File: src/rtl/input_irq_ctrl_if.sv
// Load/store bus into the input/interrupt controller: byte-offset select,
// single-cycle read/write strobes and registered read data.
interface input_irq_ctrl_if;
  logic [3:0]  i_lsu_addr;
  logic        i_lsu_wren;
  logic        i_lsu_rden;
  logic [31:0] i_lsu_wdata;
  logic [31:0] o_lsu_rdata;

  modport master (
    output i_lsu_addr,
    output i_lsu_wren,
    output i_lsu_rden,
    output i_lsu_wdata,
    input  o_lsu_rdata
  );

  modport slave (
    input  i_lsu_addr,
    input  i_lsu_wren,
    input  i_lsu_rden,
    input  i_lsu_wdata,
    output o_lsu_rdata
  );
endinterface

File: src/rtl/input_irq_ctrl.sv
// Switch/button input block: synchronizes and debounces raw inputs, latches
// change/press events and raises a level interrupt through an IDLE/REQ/SERVICE FSM.
module input_irq_ctrl #(
  parameter int unsigned DEBOUNCE_CYCLES = 4,
  parameter bit          BTN_ACTIVE_LOW  = 1'b1
) (
  input  logic                i_clk,
  input  logic                i_rst_n,
  input  logic [31:0]         i_io_sw,
  input  logic [3:0]          i_io_btn,
  input_irq_ctrl_if.slave     lsu,
  output logic                o_irq,
  input  logic                i_irq_ack
);

  localparam logic [7:0] CntLast = 8'(DEBOUNCE_CYCLES - 1);

  typedef enum logic [1:0] {StIdle, StReq, StService} state_e;

  logic [31:0]      sw_meta_q, sw_sync_q, sw_q;
  logic [3:0]       btn_meta_q, btn_sync_q;
  logic [3:0]       btn_lvl;
  logic [3:0]       btn_deb_q, btn_deb_d;
  logic [3:0][7:0]  btn_cnt_q, btn_cnt_d;
  logic [3:0]       press_evt;
  logic             sw_evt;
  logic [4:0]       pend_q, pend_d;
  logic [4:0]       en_q;
  logic [1:0]       reg_sel;
  logic             wr_pend, wr_en;
  logic [31:0]      rd_val, rdata_q;
  state_e           state_q;
  logic             irq_q;

  // Address bits [1:0] and write data above the 5 implemented bits are don't-care.
  logic unused_bits;
  assign unused_bits = ^{lsu.i_lsu_addr[1:0], lsu.i_lsu_wdata[31:5]};

  assign reg_sel = lsu.i_lsu_addr[3:2];
  assign wr_pend = lsu.i_lsu_wren && (reg_sel == 2'd2);
  assign wr_en   = lsu.i_lsu_wren && (reg_sel == 2'd3);

  // Buttons are tracked internally in "pressed" polarity.
  assign btn_lvl = btn_sync_q ^ {4{BTN_ACTIVE_LOW}};

  // sw_q doubles as the SW register and the one-cycle-old synchronized value.
  assign sw_evt = (sw_sync_q != sw_q);

  always_comb begin
    btn_cnt_d = btn_cnt_q;
    btn_deb_d = btn_deb_q;
    for (int i = 0; i < 4; i++) begin
      if (btn_lvl[i] == btn_deb_q[i]) begin
        btn_cnt_d[i] = '0;
      end else if (btn_cnt_q[i] == CntLast) begin
        btn_deb_d[i] = btn_lvl[i];
        btn_cnt_d[i] = '0;
      end else begin
        btn_cnt_d[i] = btn_cnt_q[i] + 8'd1;
      end
    end
  end

  assign press_evt = btn_deb_d & ~btn_deb_q;

  // Set wins over a same-cycle write-1-to-clear.
  always_comb begin
    pend_d = pend_q;
    if (wr_pend) begin
      pend_d = pend_d & ~lsu.i_lsu_wdata[4:0];
    end
    pend_d = pend_d | {sw_evt, press_evt};
  end

  always_comb begin
    rd_val = '0;
    unique case (reg_sel)
      2'd0: rd_val = sw_q;
      2'd1: rd_val = {28'h0, btn_deb_q};
      2'd2: rd_val = {27'h0, pend_q};
      2'd3: rd_val = {27'h0, en_q};
      default: rd_val = '0;
    endcase
  end

  always_ff @(posedge i_clk or negedge i_rst_n) begin
    if (!i_rst_n) begin
      sw_meta_q  <= '0;
      sw_sync_q  <= '0;
      sw_q       <= '0;
      btn_meta_q <= '0;
      btn_sync_q <= '0;
      btn_deb_q  <= '0;
      btn_cnt_q  <= '0;
      pend_q     <= '0;
      en_q       <= '0;
      rdata_q    <= '0;
    end else begin
      sw_meta_q  <= i_io_sw;
      sw_sync_q  <= sw_meta_q;
      sw_q       <= sw_sync_q;
      btn_meta_q <= i_io_btn;
      btn_sync_q <= btn_meta_q;
      btn_deb_q  <= btn_deb_d;
      btn_cnt_q  <= btn_cnt_d;
      pend_q     <= pend_d;
      if (wr_en) begin
        en_q <= lsu.i_lsu_wdata[4:0];
      end
      if (lsu.i_lsu_rden) begin
        rdata_q <= rd_val;
      end
    end
  end

  always_ff @(posedge i_clk or negedge i_rst_n) begin
    if (!i_rst_n) begin
      state_q <= StIdle;
      irq_q   <= 1'b0;
    end else begin
      unique case (state_q)
        StIdle: begin
          if (|(pend_q & en_q)) begin
            state_q <= StReq;
            irq_q   <= 1'b1;
          end
        end
        StReq: begin
          if (i_irq_ack) begin
            state_q <= StService;
            irq_q   <= 1'b0;
          end
        end
        StService: begin
          if (wr_pend) begin
            state_q <= StIdle;
          end
        end
        default: begin
          state_q <= StIdle;
          irq_q   <= 1'b0;
        end
      endcase
    end
  end

  assign o_irq           = irq_q;
  assign lsu.o_lsu_rdata = rdata_q;

endmodule

File: src/flat_wrapper.sv
// flat-port wrapper written by rule: the top's interface ports become plain ports
module input_irq_ctrl_flat 
#(
  parameter int unsigned DEBOUNCE_CYCLES = 4,
  parameter bit          BTN_ACTIVE_LOW  = 1'b1
)
  (i_clk, i_rst_n, i_io_sw, i_io_btn, o_irq, i_irq_ack, lsu_i_lsu_addr, lsu_i_lsu_wren, lsu_i_lsu_rden, lsu_i_lsu_wdata, lsu_o_lsu_rdata);
  input_irq_ctrl_if lsu_i ();
  input  logic i_clk;
  input  logic i_rst_n;
  input  logic [31:0] i_io_sw;
  input  logic [3:0] i_io_btn;
  output logic o_irq;
  input  logic i_irq_ack;
  input wire logic [$bits(lsu_i.i_lsu_addr)-1:0] lsu_i_lsu_addr;
  input wire logic [$bits(lsu_i.i_lsu_wren)-1:0] lsu_i_lsu_wren;
  input wire logic [$bits(lsu_i.i_lsu_rden)-1:0] lsu_i_lsu_rden;
  input wire logic [$bits(lsu_i.i_lsu_wdata)-1:0] lsu_i_lsu_wdata;
  output wire logic [$bits(lsu_i.o_lsu_rdata)-1:0] lsu_o_lsu_rdata;
  assign lsu_i.i_lsu_addr = lsu_i_lsu_addr;
  assign lsu_i.i_lsu_wren = lsu_i_lsu_wren;
  assign lsu_i.i_lsu_rden = lsu_i_lsu_rden;
  assign lsu_i.i_lsu_wdata = lsu_i_lsu_wdata;
  assign lsu_o_lsu_rdata = lsu_i.o_lsu_rdata;
  input_irq_ctrl #(.DEBOUNCE_CYCLES(DEBOUNCE_CYCLES), .BTN_ACTIVE_LOW(BTN_ACTIVE_LOW)) u_core (.i_clk(i_clk), .i_rst_n(i_rst_n), .i_io_sw(i_io_sw), .i_io_btn(i_io_btn), .lsu(lsu_i), .o_irq(o_irq), .i_irq_ack(i_irq_ack));
endmodule
File: config.mk
export PLATFORM = sky130hd
export DESIGN_NAME = input_irq_ctrl_flat
export DESIGN_NICKNAME = d
export VERILOG_FILES = /design/src/rtl/input_irq_ctrl_if.sv /design/src/rtl/input_irq_ctrl.sv /design/src/flat_wrapper.sv
export SDC_FILE = /design/constraint.sdc
export NUM_CORES = 1
export LEC_CHECK = 0
export CAP_MARGIN = 10
export CORE_MARGIN = 10
export CORE_UTILIZATION = 25
export CTS_CLUSTER_SIZE = 25
export DETAILED_ROUTE_END_ITERATION = 16
export HOLD_SLACK_MARGIN = 0.12
export PLACE_DENSITY = 0.46
export SLEW_MARGIN = 20
export SYNTH_ARGS = -nofsm -noshare
export SYNTH_HDL_FRONTEND = slang
export SYNTH_SLANG_ARGS = --single-unit
File: constraint.sdc
create_clock -name i_clk -period 5.46 [get_ports i_clk]
set_input_delay 0.546 -clock i_clk [delete_from_list [all_inputs] [get_ports i_clk]]
set_output_delay 0.546 -clock i_clk [all_outputs]
set_load 0.005 [all_outputs]
# Yosys cells after proc, flatten, opt, wreduce, memory -nomap -nowiden
# Index checks and enable logic that the tools add are counted.
[totals]
reg_bits = 185
ramBits = 0
n_memories = 0
output_inout_bits = 33
mem_bits_ro = 0
wordCells = 76
latch_bits = 0
[classes]
bitwise_logic = 8
shift = 0
reduce_logical = 7
n_div = 0
n_mux = 25
multipliers = 0
n_addsub = 4
n_lt_le_gt_ge = 0
n_eq_ne = 17
[ops]
columns = ["cell", "count"]
rows = [
  ["$pmux W32 S4", 1],
  ["$mux W8", 8],
  ["$add A8 B1 Y8 const B", 4],
  ["$eq A8 B2 Y1 const B", 4],
  ["$ne A32 B32 Y1", 1],
  ["$and A5 B5 Y5", 2],
  ["$mux W1", 10],
  ["$not A4 Y4", 2],
  ["$eq A2 B2 Y1 const B", 3],
  ["$mux W2", 3],
  ["$pmux W2 S3", 1],
  ["$reduce_and A3 Y1", 2],
  ["$mux W5", 1],
  ["$not A5 Y5", 1],
  ["$or A5 B5 Y5", 1],
  ["$reduce_or A5 Y1", 1],
  ["$and A4 B4 Y4", 1],
  ["$eq A1 B1 Y1", 4],
  ["$eq A2 B1 Y1 const B", 2],
  ["$logic_not A2 Y1", 2],
  ["$ne A2 B1 Y1 const B", 2],
  ["$pmux W1 S3", 1],
  ["$logic_and A1 B1 Y1", 2],
  ["$ne A2 B2 Y1 const B", 1],
  ["$not A1 Y1", 1],
]

# Longest topological paths before layout
[depth]
word_depth = 5
mapped_depth = 7
depth_no_buf = 5

# Worst setup path before layout
# No wires, ideal clock.
[synth_path]
path_kind = "input to register"
from = "in lsu_i_lsu_addr[3]"
to = "reg u_core.rdata_q[30], in the netlist u_core.lsu.o_lsu_rdata[30]"
arrival_ns = 1.646
t_required_ns = 5.377
setup_slack_ns = 3.731
path_stages = 7
path_cell_list = "clkbuf_1 nor2_1 and2_1 clkbuf_1 clkbuf_1 nand2_1 o21ai_0"
[synth_between]
elab_chain_len = 2
word_cells_on_any_way = 5
cone_classes = "eq/ne (3); mux (1); reduce/logical (1)"
[synth_lines]
columns = ["item", "line_no", "source"]
rows = [
  ["from (decl)", "flat_wrapper.sv:15", "input wire logic [$bits(lsu_i.i_lsu_addr)-1:0] lsu_i_lsu_addr;"],
  ["$eq A2 B2 Y1, or another cell as far along", "input_irq_ctrl.sv:77", "unique case (reg_sel)"],
  ["$pmux W32 S4 (*)", "input_irq_ctrl.sv:77", ""],
  ["to (signal assigned)", "input_irq_ctrl.sv:111", "rdata_q <= rd_val;"],
  ["to (decl)", "input_irq_ctrl.sv:31", "logic [31:0] rd_val, rdata_q;"],
]
# Mark *: on every way between the ends. The rest lies on a longest branch, timed or not.
# A chain may end at the register's enable or synchronous reset.

# Worst setup path after layout
[layout_path]
from = "in lsu_i_lsu_addr[3]"
to = "reg u_core.rdata_q[7], in the netlist u_core.lsu.o_lsu_rdata[7]"
# The elaborated chain is that of the path after synthesis.

==> out/results.tsv <==
metric	value	unit
iteration-0 DRC count of the detailed router	172	
vias per std cell	4.15	
first-pass GRT wire length	22.4	mm
synthesized net count	560	
GRT Overall Usage	8.58	%
top-count cell post-synth	dfrtp_1	
area of the mapped netlist	0.00647	sq mm
RSZ-0062 raised after global routing	false	
cell family with most CP delay	buffers and inverters	
Num CTS Buffers	17	
max frequency	464	MHz
Post-synth ARST share	100	%
Post-Synthesis Cells	479	
Antenna Cells	0	
Starting Density	25.5	%
setup ws final	3.31	ns
Power Total	3.25	mW
crit-path max cell delay	0.65	ns
Peak VDD IR	184	uV
Crit Path Category	in2reg	
CP Cell Sequence	clkdlybuf4s50_1 > nor2_1 > and2_1 > buf_4 > nand2_1 > o21ai_0	
final hold vios	0	
CTS max path bufs	2	
Die ar.	0.0327	sq mm
hold_ws	0.180	ns
sequential cell area fraction in the yosys report	71.6	%
Area contributors post-synth	dfrtp_1 72%, xnor2_1 4.6%, xor2_1 3.3%, o21ai_0 2.4%, nand2_1 2.4%	
Multi-input gate area	0.00168	sq mm
launch point of the worst path	lsu_i_lsu_addr[3]	
largest net degree at the start of global routing	89	
reg2reg end	u_core.btn_cnt_q[6]	
antenna viol nets, final	0	
initial antenna violation count	0	
grt total ovfl	0	
Pins Over Slew Limit	0	
fin crit share	39.5	%
Worst Path Required	5.80	ns
Synth cell types	31	
core box area	0.0253	sq mm
Die Ht	181	microns
area leader, netlist	dfrtp_1	
post-CTS sizing	0	
TritonCTS clock tree	built	
Post-synth EDFFs	0	
Post-Layout Cell Count	915	
TNS Setup	0	ns
startpoint types	input pin	
Final Setup Violations	0	
Power Density	393	mW/mm^2
Rows	58	
clock share of power	38.4	%
crit-path max FO	15	
setup bufs post-CTS	0	
clock slew at the register clock pins of the worst setup and hold paths	0.07	ns
leakage power	3.54	nW
Final GP Congestion	0.733	
nets@finish	653	
fraction of layout cells with a size suffix above 1	9.91	%
synth warn	0	
clk_skew	0.00934	ns
hold buffers post-CTS	0	
vias in the first global route	4134	
Crit-path slowest cell	clkdlybuf4s50_1	
Root Buffer	clkbuf_16	
Initial DRT Pass Iterations	4	
synthesis-to-finish area growth	27.9	%
Synth Area per Inst	13.5	sq um
crit path DAT	2.49	ns
WP depth	6	
# IOs	110	
clock period minus final worst setup slack	2.15	ns
Worst Reg2Reg Path Length in Cells	4	
Storage cell area	0.00463	sq mm
ys flop type	dfrtp_1	
Critical Path End	u_core.lsu.o_lsu_rdata[7]	
most frequent cells after synthesis	185 x dfrtp_1, 41 x nand2_1, 36 x nor2_1, 34 x xnor2_1, 32 x inv_1	
Port Buffer Count	80	
Sink Count	185	
Pint	2.41	mW
critical path buffer and inverter count	2	
Clock Latency Late Sink	0.42	ns
reg2reg start	u_core.btn_cnt_q[2]	
crit path capture type	flop	
WL final	13.6	mm
NetSw	0.835	mW
sequential share of power	49.5	%
Sw Ratio	25.7	%
Routed wire per std cell	14.9	microns
Reg2Reg Setup Slack	3.60	ns
Final Util	32.7	%
vias	3797	
DRC	0	
DP Area	0.00767	sq mm
placed wire-length estimate	9.43	mm
max_cap viols	0	
worst slew pin tran	0.781	ns
Worst slew margin	48.0	%
H-Tree Depth	4	
HP Class	in2async	
Placed Cells	883	
fin area	0.00827	sq mm
Yosys reg bits	185	
pre-CTS WS	2.82	ns
Comb power frac	12.1	%
top cell type's share of synthesized area	71.6	%
outcome	finished clean	
Fillers	2503	
Die W	181	microns
[metal layers]
metal,up-vias,part of all wire [%],track usage (%)
met5,-,0,0
met4,0,0.98,2.36
met3,11,5.0,2.86
met2,83,48,13.9
met1,1940,46,10.7
li1,1763,-,-
[worst min path at each step]
| stage | startpoint | to | slack [ns] | cells after the start |
|---|---|---|---|---|
| 6_report | i_rst_n | u_core.sw_meta_q[29] | 0.18 | 1 |
| 5_1_grt | i_rst_n | u_core.sw_sync_q[29] | 0.23 | 1 |
| 4_1_cts | i_rst_n | u_core.sw_sync_q[29] | 0.21 | 1 |
| 3_5_place_dp | u_core.sw_meta_q[13] | u_core.sw_sync_q[13] | 0.33 | 0 |
| 3_3_place_gp | u_core.btn_meta_q[0] | u_core.btn_sync_q[0] | 0.33 | 0 |
| 2_1_floorplan | i_rst_n | u_core.btn_cnt_q[0] | 0.25 | 0 |
[layout by cell type (no fill, tap or decap), types with 5 or more instances in the layout]
| cell type | netlist | routed |
|---|---|---|
| and2_1 | 5 | 5 |
| and3_1 | 9 | 9 |
| clkbuf_16 | 0 | 17 |
| clkdlybuf4s50_1 | 0 | 79 |
| dfrtp_1 | 185 | 185 |
| inv_1 | 32 | 32 |
| inv_6 | 0 | 5 |
| mux2_2 | 10 | 10 |
| nand2_1 | 41 | 41 |
| nand3_1 | 17 | 17 |
| nand4_1 | 8 | 8 |
| nor2_1 | 36 | 36 |
| o21ai_0 | 31 | 31 |
| xnor2_1 | 34 | 34 |
| xor2_1 | 24 | 24 |
[cell type report]
type | count | share of cell area (%)
well taps | 330 | 4.99
clock buffers | 18 | 5.31
clock inverters | 14 | 1.94
inverters | 32 | 1.45
repair buffers | 84 | 10.1
multi-input cells | 252 | 20.3
flip-flops and latches | 185 | 56.0
[sequential cells by signal, indices dropped and copies added (netlist names), 4 cells and up]
name and flops:
u_core.btn_meta_q 4, u_core.btn_cnt_q 32, u_core.btn_deb_q 4, u_core.sw_meta_q 32, u_core.sw_sync_q 32, u_core.pend_q 5
u_core.en_q 5, u_core.lsu.o_lsu_rdata 32, u_core.btn_sync_q 4, u_core.sw_q 32
[power groups by stage]
stage	Sequential (mW)	Clock (mW)	Combinational [mW]
after detailed placement	1.64	0	0.404
after global placement	1.63	0	0.396
final	1.61	1.25	0.394
after global routing	1.63	1.35	0.446
after CTS	1.61	1.29	0.407
after floorplan	1.61	0	0.225
[cell families (layout without fill, tap and decap cells)]
group | count (synthesis) | in the layout | synth area share [%]
buffers and inverters | 42 | 148 | 2.44
XOR/XNOR | 58 | 58 | 7.86
flip-flops | 185 | 185 | 71.6
AO/OA/AOI/OAI | 43 | 43 | 3.95
adder cells (fa/ha/maj) | 4 | 4 | 0.774
multiplexers | 17 | 17 | 3.60
AND/OR/NAND/NOR | 130 | 130 | 9.79
No activity file was read; power rests on OpenSTA's default activity.
==> RTL change 1 (same flow settings) <==
`BTN_ACTIVE_LOW` is set to 1'b1 in 2 places; all go to 1'b0.
--- a/src/rtl/input_irq_ctrl.sv
+++ b/src/rtl/input_irq_ctrl.sv
@@ -2,7 +2,7 @@
 // change/press events and raises a level interrupt through an IDLE/REQ/SERVICE FSM.
 module input_irq_ctrl #(
   parameter int unsigned DEBOUNCE_CYCLES = 4,
-  parameter bit          BTN_ACTIVE_LOW  = 1'b1
+  parameter bit          BTN_ACTIVE_LOW  = 1'b0
 ) (
   input  logic                i_clk,
   input  logic                i_rst_n,
--- a/src/flat_wrapper.sv
+++ b/src/flat_wrapper.sv
@@ -2,7 +2,7 @@
 module input_irq_ctrl_flat 
 #(
   parameter int unsigned DEBOUNCE_CYCLES = 4,
-  parameter bit          BTN_ACTIVE_LOW  = 1'b1
+  parameter bit          BTN_ACTIVE_LOW  = 1'b0
 )
   (i_clk, i_rst_n, i_io_sw, i_io_btn, o_irq, i_irq_ack, lsu_i_lsu_addr, lsu_i_lsu_wren, lsu_i_lsu_rden, lsu_i_lsu_wdata, lsu_o_lsu_rdata);
   input_irq_ctrl_if lsu_i ();
Behaviour: not the same (Yosys sat finds a counterexample within 10 cycles, from zero or initial values and one cycle with i_rst_n low).
==> RTL change 1 against the unedited design <==
  * Clock power decreased by 6%
  * Fmax increased by 5.7%
  * Cell count increased by 0.11%
  * Count of clock-buffer cells in the layout unchanged
  * Design area about the same
  * Combinational power increased by 3%
  * Sequential cell count unchanged
  * Wire length decreased by 2.8%
  * Setup slack improved by 0.12 ns
  * Synthesized area increased by 0.43%
  * Via count decreased by 3.2%
  * Power decreased by 1.6%
  * Largest power group unchanged
==> RTL change 1: results (changes against the unedited design) <==
Routed WL=13.2 mm (was 13.6 mm); Post-Route M1 WL=6.09 mm (was 6.32 mm); layout filler cell count=2,510 (was 2,503); critical setup path kind=flop to flop (was primary input to flop); met3 usage=3.12% (was 2.86%); CP delay by family, top=simple AND/OR/NAND/NOR gates (was buffers and inverters); CP Data Arrival Time=2.33 ns (was 2.49 ns); starting DRC count in detailed routing=206 (was 172); grt met2 use=13.1% (was 13.9%); Placed Area=7690 µm² (was 7670 µm²); top cells by count, synth=dfrtp_1, nand2_1, o21ai_0, xnor2_1, inv_1 (was dfrtp_1, nand2_1, nor2_1, xnor2_1, inv_1); clk slew on worst S/H paths=0.07 ns (about the same); vias in the first global route=3,998 (was 4,134); register-to-register path setup slack=3.42 ns (was 3.60 ns); drt first pass iters=4 (unchanged); Routability Congestion=0.725 (was 0.733); routed length on met3=672 µm (was 680 µm); WL met2=6.34 mm (was 6.48 mm); switch share=26.8% (was 25.7%); top post-synthesis cells by area=dfrtp_1, xnor2_1, xor2_1 (unchanged); clk_skew=0.0136 ns (was 0.00934 ns); PortBufs=80 (unchanged); placed cell count=884 (was 883); largest net degree at the start of global routing=92 (was 89); cts repair resizes=0 (unchanged); Syn Inst Count=481 (was 479); top-area cell type share of the netlist area=71.3% (was 71.6%); final cell count without fillers=916 (was 915); power density cells=387 nW/µm² (was 393 nW/µm²); largest fanout on the critical path=8 (was 15); DR vias/cell=4.01 (was 4.15); final layout net count=654 (was 653); CP max stage delay=0.56 ns (was 0.65 ns); maximum vdd ir drop=196 µV (was 184 µV); clock tree buffer depth=2 (unchanged); Lkg Pwr=3.52 nW (was 3.54 nW); dpl hpwl=9.19 mm (was 9.43 mm); Seq/Total Area, Yosys=71.3% (was 71.6%); Flop pwr share=50.5% (was 49.5%); grt met1 use=10.3% (was 10.7%); total track usage=8.33% (was 8.58%); worst slew pin tran=0.706 ns (was 0.781 ns); outcome=complete, no violations (unchanged); P_clk=1.17 mW (was 1.25 mW); crit path max-delay cell type=or4_4 (was clkdlybuf4s50_1); reg2reg start=u_core.btn_cnt_q[12] (was u_core.btn_cnt_q[2]); Net Count, Synth=562 (was 560)
[RTL change 1: through the flow]
stage,hold WS (ns),worst slack (ns)
2_1_floorplan,0.250,3.73
3_3_place_gp,0.334,3.02
3_5_place_dp,0.335,2.97
4_1_cts,0.200,3.41
5_1_grt,0.234,3.27
6_report,0.190,3.42
[RTL change 1: cells by family (layout without fill, tap and decap cells)]
group                    count (synthesis)  after routing  share of synthesized area [%]
XOR/XNOR                                60             60                           8.09
adder cells (fa/ha/maj)                  4              4                          0.771
flip-flops                             185            185                           71.3
AND/OR/NAND/NOR                        133            133                           10.2
buffers and inverters                   41            146                           2.50
AO/OA/AOI/OAI                           40             40                           3.31
multiplexers                            18             18                           3.80
[RTL change 1: layout make-up]
cell class | count | area [µm²] | area share [%]
timing repair buffer | 84 | 835 | 10.1
clock inverter | 14 | 135 | 1.63
tap | 330 | 413 | 5.00
multi-input combinational | 255 | 1700 | 20.6
inverter | 30 | 113 | 1.36
clock buffer | 18 | 439 | 5.31
sequential | 185 | 4630 | 56.0
==> RTL change 2 (config.mk and constraints unchanged) <==
Made on the original files. Register the output `o_irq` once more; this adds one clock of latency there. The other outputs are not delayed to match.
--- a/src/rtl/input_irq_ctrl.sv
+++ b/src/rtl/input_irq_ctrl.sv
@@ -144,7 +144,9 @@
     end
   end
 
-  assign o_irq           = irq_q;
+  always_ff @(posedge i_clk) begin
+    o_irq <= irq_q;
+  end
   assign lsu.o_lsu_rdata = rdata_q;
 
 endmodule
Formal check against the unedited RTL: not equivalent (Yosys sat finds a counterexample within 10 cycles, from zero or initial values and one cycle with i_rst_n low).
==> RTL change 2 against the unedited design <==
  * Global-route usage rose by 0.26 points
  * Synthesized cell count rose by 0.21%
  * Critical endpoint is now u_core.pend_q[4]
  * Power rose by 3.2%
  * Setup slack improved by 0.077 ns
  * Sequential cell count rose by 1
  * Synthesized area rose by 0.31%
  * Design area rose by 0.76%
  * Wire length rose by 1.8%
==> RTL change 2: results (changes against the unedited design) <==
outcome=complete, no violations (unchanged); post-synthesis adder-cell area fraction=0.772% (was 0.774%); Flop pwr share=48.4% (was 49.5%); first-pass GRT wire length=23.0 mm (was 22.4 mm); register-to-register path setup slack=3.56 ns (was 3.60 ns); power consumption=3.35 mW (was 3.25 mW); Yosys warning count=0 (unchanged); post-synthesis async set-or-reset flop share=99.5% (was 100%); largest fanout on the critical path=8 (was 15); maximum vdd ir drop=245 µV (was 184 µV); Seq/Total Area, Yosys=71.7% (was 71.6%); total track usage=8.83% (was 8.58%); post-synthesis mux area share=3.59% (was 3.60%); CP max stage delay=0.75 ns (was 0.65 ns); setup bufs post-CTS=0 (unchanged); crit path from=lsu_i_lsu_addr[3] (unchanged); DR vias/cell=4.07 (was 4.15); compound-cell area share of the yosys netlist=3.94% (was 3.95%); pre-CTS setup slack=2.91 ns (was 2.82 ns); largest net degree at the start of global routing=77 (was 89); dpl hpwl=9.61 mm (was 9.43 mm); Routability Congestion=0.725 (was 0.733); Pint=2.52 mW (was 2.41 mW); final layout net count=654 (was 653); Net Count, Synth=561 (was 560); starting DRC count in detailed routing=223 (was 172); Placed Area=7690 µm² (was 7670 µm²); P_clk=1.34 mW (was 1.25 mW); worst slew pin tran=0.711 ns (was 0.781 ns); clk_skew=0.00970 ns (was 0.00934 ns); XOR/XNOR Fraction of Synth Area=7.83% (was 7.86%); vias in the first global route=4,130 (was 4,134); Critical R2R Capture=u_core.btn_cnt_q[31] (was u_core.btn_cnt_q[6]); top post-synthesis cells by area=dfrtp_1, xnor2_1, xor2_1 (unchanged); placed cell count=884 (was 883); drt first pass iters=4 (unchanged); CP Data Arrival Time=2.34 ns (was 2.49 ns); DR vias=3,724 (was 3,797); Mean Syn Cell Area=13.5 µm² (about the same); reg2reg start=u_core.btn_cnt_q[26] (was u_core.btn_cnt_q[2]); hold_ws=0.144 ns (was 0.180 ns); Max Clk Rate=0.481 GHz (was 0.464 GHz); Lkg Pwr=3.57 nW (was 3.54 nW); Yosys cell types=32 (was 31); Worst setup endpoint=u_core.pend_q[4] (was u_core.lsu.o_lsu_rdata[7]); fraction of layout cells with a size suffix above 1=9.73% (was 9.91%); Routed WL=13.9 mm (was 13.6 mm)
-- RTL change 2: cell types whose count changed in the layout (fill, tap and decap cells not counted) --
cell | before | now
bufinv_16 | 2 | 4
clkinv_4 | 1 | 3
inv_6 | 5 | 3
inv_8 | 2 | 0
clkbuf_1 | 0 | 1
clkbuf_8 | 1 | 2
clkinv_2 | 2 | 1
clkinvlp_4 | 2 | 1
dfxtp_1 | 0 | 1
-- RTL change 2: cell type report --
cell class	count	area (µm²)
timing repair buffer	84	832
clock buffer	20	457
sequential	186	4650
inverter	32	120
fill	2500	17000
multi-input combinational	252	1680
clock inverter	12	185
tap	330	413
-- RTL change 2: cell families after synthesis --
family          count (synthesis)
flops                         186
simple gates                  130
xor+xnor                       58
compound gates                 43
buf+inv                        42
mux                            17
fa+ha+maj                       4
-- RTL change 2: routing by layer --
layer,vias to the layer above,track usage [%],part of all wire (%)
li1,1768,-,-
met1,1871,11.5,48
met2,74,13.5,47
met3,11,2.96,4.7
met4,0,2.83,1.0
met5,-,0,0
